[src/rtl/etai_pkg.sv]
// Shared widths, FSM state encoding and a small helper for the ETAI32 error monitor.
package etai_pkg;

  localparam int unsigned ETAI_W     = 32;
  localparam int unsigned ETAI_SAE_W = 64;
  localparam int unsigned ETAI_SSE_W = 100;
  localparam int unsigned ETAI_CNT_W = 32;

  typedef enum logic [1:0] {
    ST_RUN,
    ST_DRAIN,
    ST_REPORT
  } mon_state_e;

  function automatic int unsigned maxOf(input int unsigned a, input int unsigned b);
    return (a > b) ? a : b;
  endfunction

endpackage

[src/rtl/etai_err_diff.sv]
// First pipeline stage: signed difference of approximate and accurate sums,
// registered as absolute value plus a nonzero flag with a valid bit.
module etai_err_diff
  import etai_pkg::*;
#(
  parameter int unsigned W = ETAI_W
) (
  input  logic         clk_i,
  input  logic         rst_ni,
  input  logic         clear_i,
  input  logic         valid_i,
  input  logic [W-1:0] appx_i,
  input  logic [W-1:0] accr_i,
  output logic         valid_o,
  output logic [W:0]   ad_o,
  output logic         nz_o
);

  logic [W:0] diff;
  logic [W:0] absDiff;
  logic       valid_q;
  logic [W:0] ad_q;
  logic       nz_q;

  // One extra bit keeps the difference exact, so its magnitude never overflows.
  assign diff    = {appx_i[W-1], appx_i} - {accr_i[W-1], accr_i};
  assign absDiff = diff[W] ? (~diff + {{W{1'b0}}, 1'b1}) : diff;

  always_ff @(posedge clk_i or negedge rst_ni) begin
    if (!rst_ni) begin
      valid_q <= 1'b0;
      ad_q    <= '0;
      nz_q    <= 1'b0;
    end else if (clear_i) begin
      valid_q <= 1'b0;
    end else begin
      valid_q <= valid_i;
      if (valid_i) begin
        ad_q <= absDiff;
        nz_q <= |diff;
      end
    end
  end

  assign valid_o = valid_q;
  assign ad_o    = ad_q;
  assign nz_o    = nz_q;

endmodule

[src/rtl/etai_err_monitor.sv]
// Running error statistics for the ETAI32 adder against its exact reference,
// with saturating accumulators and a drain/report snapshot handshake.
module etai_err_monitor
  import etai_pkg::*;
#(
  parameter int unsigned W     = ETAI_W,
  parameter int unsigned SAE_W = ETAI_SAE_W,
  parameter int unsigned SSE_W = ETAI_SSE_W,
  parameter int unsigned CNT_W = ETAI_CNT_W
) (
  input  logic             Clk,
  input  logic             Rst_n,
  input  logic             in_valid,
  output logic             in_ready,
  input  logic [W-1:0]     appx,
  input  logic [W-1:0]     accr,
  input  logic             clear,
  input  logic             dump_req,
  output logic             stat_valid,
  input  logic             stat_ack,
  output logic [CNT_W-1:0] count,
  output logic [CNT_W-1:0] err_count,
  output logic [SAE_W-1:0] sae,
  output logic [SSE_W-1:0] sse,
  output logic [W:0]       max_ae,
  output logic             sat
);

  localparam int unsigned SAE_X = maxOf(SAE_W, W + 1) + 1;
  localparam int unsigned SQ_W  = 2 * W + 2;
  localparam int unsigned SSE_X = SSE_W + 1;

  mon_state_e       state_q;
  logic             inReady_q;
  logic             statValid_q;
  logic [CNT_W-1:0] count_q, count_d;
  logic [CNT_W-1:0] errCount_q, errCount_d;
  logic [SAE_W-1:0] sae_q, sae_d;
  logic [SSE_W-1:0] sse_q, sse_d;
  logic [W:0]       maxAe_q, maxAe_d;
  logic             sat_q;
  logic             satHit;

  logic             xfer;
  logic             v1;
  logic [W:0]       ad;
  logic             nz;

  logic [CNT_W:0]   cntSum;
  logic [CNT_W:0]   errSum;
  logic [SAE_X-1:0] saeSum;
  logic [SQ_W-1:0]  adSq;
  logic [SSE_X-1:0] sseSum;
  logic             saeOvf;

  assign xfer = in_valid && inReady_q;

  etai_err_diff #(.W(W)) u_diff (
    .clk_i   (Clk),
    .rst_ni  (Rst_n),
    .clear_i (clear),
    .valid_i (xfer),
    .appx_i  (appx),
    .accr_i  (accr),
    .valid_o (v1),
    .ad_o    (ad),
    .nz_o    (nz)
  );

  // Every sum carries one guard bit; a set guard bit means clamp to all-ones.
  always_comb begin
    cntSum     = {1'b0, count_q} + {{CNT_W{1'b0}}, 1'b1};
    errSum     = {1'b0, errCount_q} + {{CNT_W{1'b0}}, nz};
    saeSum     = SAE_X'(sae_q) + SAE_X'(ad);
    adSq       = SQ_W'(ad) * SQ_W'(ad);
    sseSum     = SSE_X'(sse_q) + SSE_X'(adSq);
    saeOvf     = |saeSum[SAE_X-1:SAE_W];
    count_d    = cntSum[CNT_W] ? '1 : cntSum[CNT_W-1:0];
    errCount_d = errSum[CNT_W] ? '1 : errSum[CNT_W-1:0];
    sae_d      = saeOvf ? '1 : saeSum[SAE_W-1:0];
    sse_d      = sseSum[SSE_W] ? '1 : sseSum[SSE_W-1:0];
    maxAe_d    = (ad > maxAe_q) ? ad : maxAe_q;
    satHit     = cntSum[CNT_W] | errSum[CNT_W] | saeOvf | sseSum[SSE_W];
  end

  always_ff @(posedge Clk or negedge Rst_n) begin
    if (!Rst_n) begin
      count_q    <= '0;
      errCount_q <= '0;
      sae_q      <= '0;
      sse_q      <= '0;
      maxAe_q    <= '0;
      sat_q      <= 1'b0;
    end else if (clear) begin
      count_q    <= '0;
      errCount_q <= '0;
      sae_q      <= '0;
      sse_q      <= '0;
      maxAe_q    <= '0;
      sat_q      <= 1'b0;
    end else if (v1) begin
      count_q    <= count_d;
      errCount_q <= errCount_d;
      sae_q      <= sae_d;
      sse_q      <= sse_d;
      maxAe_q    <= maxAe_d;
      sat_q      <= sat_q | satHit;
    end
  end

  // The pipeline is empty once S1 holds no valid pair, since S2 retires in one cycle.
  always_ff @(posedge Clk or negedge Rst_n) begin
    if (!Rst_n) begin
      state_q     <= ST_RUN;
      inReady_q   <= 1'b0;
      statValid_q <= 1'b0;
    end else if (clear) begin
      state_q     <= ST_RUN;
      inReady_q   <= 1'b1;
      statValid_q <= 1'b0;
    end else begin
      case (state_q)
        ST_RUN: begin
          if (dump_req) begin
            state_q   <= ST_DRAIN;
            inReady_q <= 1'b0;
          end else begin
            inReady_q <= 1'b1;
          end
        end
        ST_DRAIN: begin
          if (!v1) begin
            state_q     <= ST_REPORT;
            statValid_q <= 1'b1;
          end
        end
        ST_REPORT: begin
          if (stat_ack) begin
            state_q     <= ST_RUN;
            inReady_q   <= 1'b1;
            statValid_q <= 1'b0;
          end
        end
        default: begin
          state_q     <= ST_RUN;
          inReady_q   <= 1'b1;
          statValid_q <= 1'b0;
        end
      endcase
    end
  end

  assign in_ready   = inReady_q;
  assign stat_valid = statValid_q;
  assign count      = count_q;
  assign err_count  = errCount_q;
  assign sae        = sae_q;
  assign sse        = sse_q;
  assign max_ae     = maxAe_q;
  assign sat        = sat_q;

endmodule

[config.mk]
export PLATFORM = sky130hd
export DESIGN_NAME = etai_err_monitor
export DESIGN_NICKNAME = d
export VERILOG_FILES = /design/src/rtl/etai_pkg.sv /design/src/rtl/etai_err_diff.sv /design/src/rtl/etai_err_monitor.sv
export SDC_FILE = /design/constraint.sdc
export NUM_CORES = 2
export LEC_CHECK = 0
export BUFFER_PORTS_ARGS = -buffer_cell sky130_fd_sc_hd__buf_2
export CAP_MARGIN = 5
export CELL_PAD_IN_SITES_DETAIL_PLACEMENT = 2
export CELL_PAD_IN_SITES_GLOBAL_PLACEMENT = 2
export CORE_MARGIN = 2
export CORE_UTILIZATION = 40
export CTS_BUF_LIST = sky130_fd_sc_hd__clkbuf_8
export DETAILED_ROUTE_END_ITERATION = 8
export PLACE_DENSITY_LB_ADDON = 0.1
export SYNTH_ARGS = -nofsm -noshare
export SYNTH_HDL_FRONTEND = slang
export SYNTH_SLANG_ARGS = --single-unit
[constraint.sdc]
create_clock -name Clk -period 9 [get_ports Clk]
set_clock_uncertainty 0.1 [all_clocks]
set_input_delay 1.35 -clock Clk [delete_from_list [all_inputs] [get_ports Clk]]
set_output_delay 1.35 -clock Clk [all_outputs]
set_load 0.05 [all_outputs]
==> results.cfg <==
[outcome]
run_status = complete, no violations

[placed_design]
dp_hpwl_mm = 166
gp_congestion = 0.897
io_buffers = 333

[cells_and_area]
areaGrowthSynthToFinish_pct = 11.6
final_nets = 7540
layout-drive-gt1-share_pct = 10.8

[sta]
grt_setup_unrepaired = true
max_slew_margin_pct = 16.8
fin_crit_ps = 8770
timing_worst_slew_pin_value_ps = 1240
fmax_mhz = 114
setup_viol = 0
hold-worst-slack_ps = 405
fin_crit_sh_pct = 97.5
final_max_slew_viol_count = 0
timing_hold_violations_final = 0

[cts]
ctsLongestPathBuffers = 3
cts_htree_levels = 3
clk_root_buffer_cell = sky130_fd_sc_hd__clkbuf_8
tritoncts = built
clk_latency_ps = 780
clkTransAtPathRegs_ps = 70
cts-buffers-inserted = 69
cts_sinks = 301

[route]
routed-wl-met2_mm = 99.4
route.detailed.drc = 0
wirelength_met1_mm = 87.8
wl_mm = 204
firstDrtPassIters = 5
detail_route.iter0.violations = 2260
drtAntennaViolNets = 0
uppermost_routed_layer = met4
routed-via-count = 43458
wl_per_cell_um = 25.7
met3_length_mm = 10.9
route.detailed.vias_per_inst = 5.45

[die]
die_height_um = 364
num_rows = 132
chipWidth_um = 364
floorplan.io_pins = 334
placeableCoreArea_mm2 = 0.129
initial_core_util_pct = 40.2
die-area_mm2 = 0.133

[yosys]
synth_top_cells_by_area = sky130_fd_sc_hd__fa_1 36%, sky130_fd_sc_hd__dfrtp_1 14%, sky130_fd_sc_hd__inv_1 10%
yosys-top-cells-count = 1434 x sky130_fd_sc_hd__inv_1, 930 x sky130_fd_sc_hd__fa_1, 560 x sky130_fd_sc_hd__nand2_1
yosysUniqueCellTypes = 87
yosysMostFrequentCell = sky130_fd_sc_hd__inv_1
number_of_synthesized_flops_with_an_enable_pin = 0
synthesis.instances = 5865
syn-num-nets = 7238
async_reset_ff_share_pct = 100
ys_warn_count = 0
post_synth.cell_area_avg_um2 = 8.86
synthFlopType = sky130_fd_sc_hd__dfrtp_1
share_of_the_yosys_chip_area_belonging_to_registers_pct = 14.5
syn_area_mm2 = 0.0520
synth_seq_cells = 301
synthDominantAreaCellType = sky130_fd_sc_hd__fa_1
synth.top_cell.area_share_pct = 35.8

[global_route]
first_global_vias = 49902
globalRouteOverflowTotal = 0
largest_net_degree_at_the_start_of_global_routing = 176
groute.usage.overall_pct = 31.5
antenna_found_initial = 17
grt_first_pass_wirelength_mm = 315

[worst_setup_path]
worstRegToRegCells = 25
critPathArrivalTime_ps = 9290
reg2reg_from = u_diff.ad_o[28]
crit_path_max_fanout = 22
crit_path_start_kind = flip-flop
startpoint = u_diff.ad_o[28]
critical_path.reg2reg.endpoint = sse[11]
timing.reg2reg.setup_slack_ps = 230
worst-endpoint-required_ps = 9520
crit_path_end_kind = flip-flop
worst_setup_ep = sse[11]
critPathKind = reg2reg

[hold_path]
min_path_type = reg2reg

[job]
max_cap_viol_count = 0
-- cells by family after synthesis --
kind of cell	count (synthesis)	share of synthesized area (%)
buffers and inverters	1696	12.3
and+or+nand+nor	1500	13.6
adders and majority gates	1303	44.8
AOI/OAI and AO/OA	859	11.2
DFF	301	14.5
xor gates and xnor gates	149	2.51
muxes	57	1.10
-- cell usage in the layout, fill, tap and decap left out, types with 42 or more instances in the layout --
cell type	count
sky130_fd_sc_hd__a21oi_1	223
sky130_fd_sc_hd__and3_1	54
sky130_fd_sc_hd__mux2i_1	55
sky130_fd_sc_hd__fa_1	930
sky130_fd_sc_hd__buf_2	331
sky130_fd_sc_hd__dfrtp_1	291
sky130_fd_sc_hd__clkbuf_8	85
sky130_fd_sc_hd__a211oi_1	52
sky130_fd_sc_hd__nor2_1	328
sky130_fd_sc_hd__buf_4	121
sky130_fd_sc_hd__nand3_1	85
sky130_fd_sc_hd__xnor2_1	86
sky130_fd_sc_hd__inv_1	1450
sky130_fd_sc_hd__nor3_1	73
sky130_fd_sc_hd__ha_1	366
sky130_fd_sc_hd__nand2_1	560
sky130_fd_sc_hd__a31oi_1	42
sky130_fd_sc_hd__a311oi_1	95
sky130_fd_sc_hd__nand4_1	63
sky130_fd_sc_hd__and2_1	208
sky130_fd_sc_hd__a21o_1	89
sky130_fd_sc_hd__o21ai_0	134
sky130_fd_sc_hd__xor2_1	62
-- registers in the layout (all words and copies together) (netlist names) --
| name | cells |
|---|---|
| stat_valid | 1 |
| state_q | 2 |
| sat | 1 |
| sse | 100 |
| max_ae | 33 |
| u_diff.valid_o | 1 |
| u_diff.ad_o | 33 |
| in_ready | 1 |
| sae | 64 |
| count | 32 |
| u_diff.nz_o | 1 |
| err_count | 32 |
-- worst max-delay path: stages (launching register included) --
cell	delay, ps
sky130_fd_sc_hd__dfrtp_1	430
sky130_fd_sc_hd__buf_6	310
sky130_fd_sc_hd__buf_4	300
sky130_fd_sc_hd__and2_1	230
sky130_fd_sc_hd__fa_1	460
sky130_fd_sc_hd__fa_1	590
sky130_fd_sc_hd__fa_1	490
sky130_fd_sc_hd__fa_1	640
sky130_fd_sc_hd__fa_1	470
sky130_fd_sc_hd__fa_1	480
sky130_fd_sc_hd__fa_1	490
sky130_fd_sc_hd__inv_1	50
sky130_fd_sc_hd__fa_1	480
sky130_fd_sc_hd__inv_1	50
sky130_fd_sc_hd__ha_1	430
sky130_fd_sc_hd__nand2_1	200
sky130_fd_sc_hd__or3_1	510
sky130_fd_sc_hd__nor4_1	350
sky130_fd_sc_hd__o31ai_1	150
sky130_fd_sc_hd__buf_4	210
sky130_fd_sc_hd__a211oi_1	230
sky130_fd_sc_hd__buf_4	170
sky130_fd_sc_hd__nand3_4	80
sky130_fd_sc_hd__buf_12	200
sky130_fd_sc_hd__buf_12	160
sky130_fd_sc_hd__a311oi_1	310
-- metrics by stage --
| stage | instances | TNS [ps] | cell area [um^2] | util (%) | setup slack (ps) |
|---|---|---|---|---|---|
| 5_1_grt | 7963 | -102 | 58000 | 44.9 | -84.8 |
| 3_3_place_gp | 7833 | 0 | 56300 | 43.6 | 71.4 |
| 3_5_place_dp | 7833 | -393 | 56300 | 43.6 | -73.8 |
| 2_1_floorplan | 5865 | 0 | 52000 | - | 782 |
| 6_report | 7967 | 0 | 58000 | 44.9 | 227 |
| 4_1_cts | 7955 | 0 | 57700 | 44.7 | 35.0 |
-- what timing repair did --
item | CTS | global route
pin swaps | 0 | 2
buffers inserted | 0 | 4
gates cloned | 0 | 1
endpoints found under the setup margin | 16 | 99
endpoints found under the hold margin | 0 | 0
hold buffers | 0 | 0
gates resized for setup | 5 | 45
-- per-layer routing --
layer / track usage, % / up-vias
met4: 9.34 / 0
met5: 0 / -
met2: 53.0 / 1047
met3: 4.66 / 246
met1: 42.0 / 23246
li1: - / 18919
-- worst min-delay path by stage --
stage	end	slack, ps	depth (start not counted)	start
global placement	sat	370	2	sat
finish	state_q[0]	400	1	state_q[1]
global route	state_q[0]	430	1	state_q[1]
floorplan	state_q[0]	360	1	state_q[1]
CTS	state_q[0]	410	1	state_q[1]
detailed placement	state_q[0]	390	1	state_q[1]
-- cell type report --
type                       count  area, um^2
antenna                        7        17.5
clock buffer                  84        1160
clock inverter                38         254
fill                       14436       71200
inverter                    1442        5440
multi-input combinational   3868       38200
sequential                   301        7550
tap                         1742        2180
timing repair buffer         485        3190
Power is left out: the tool's default activity adds up to more than one toggle a clock period on the data nets, which glitch-free logic cannot reach.
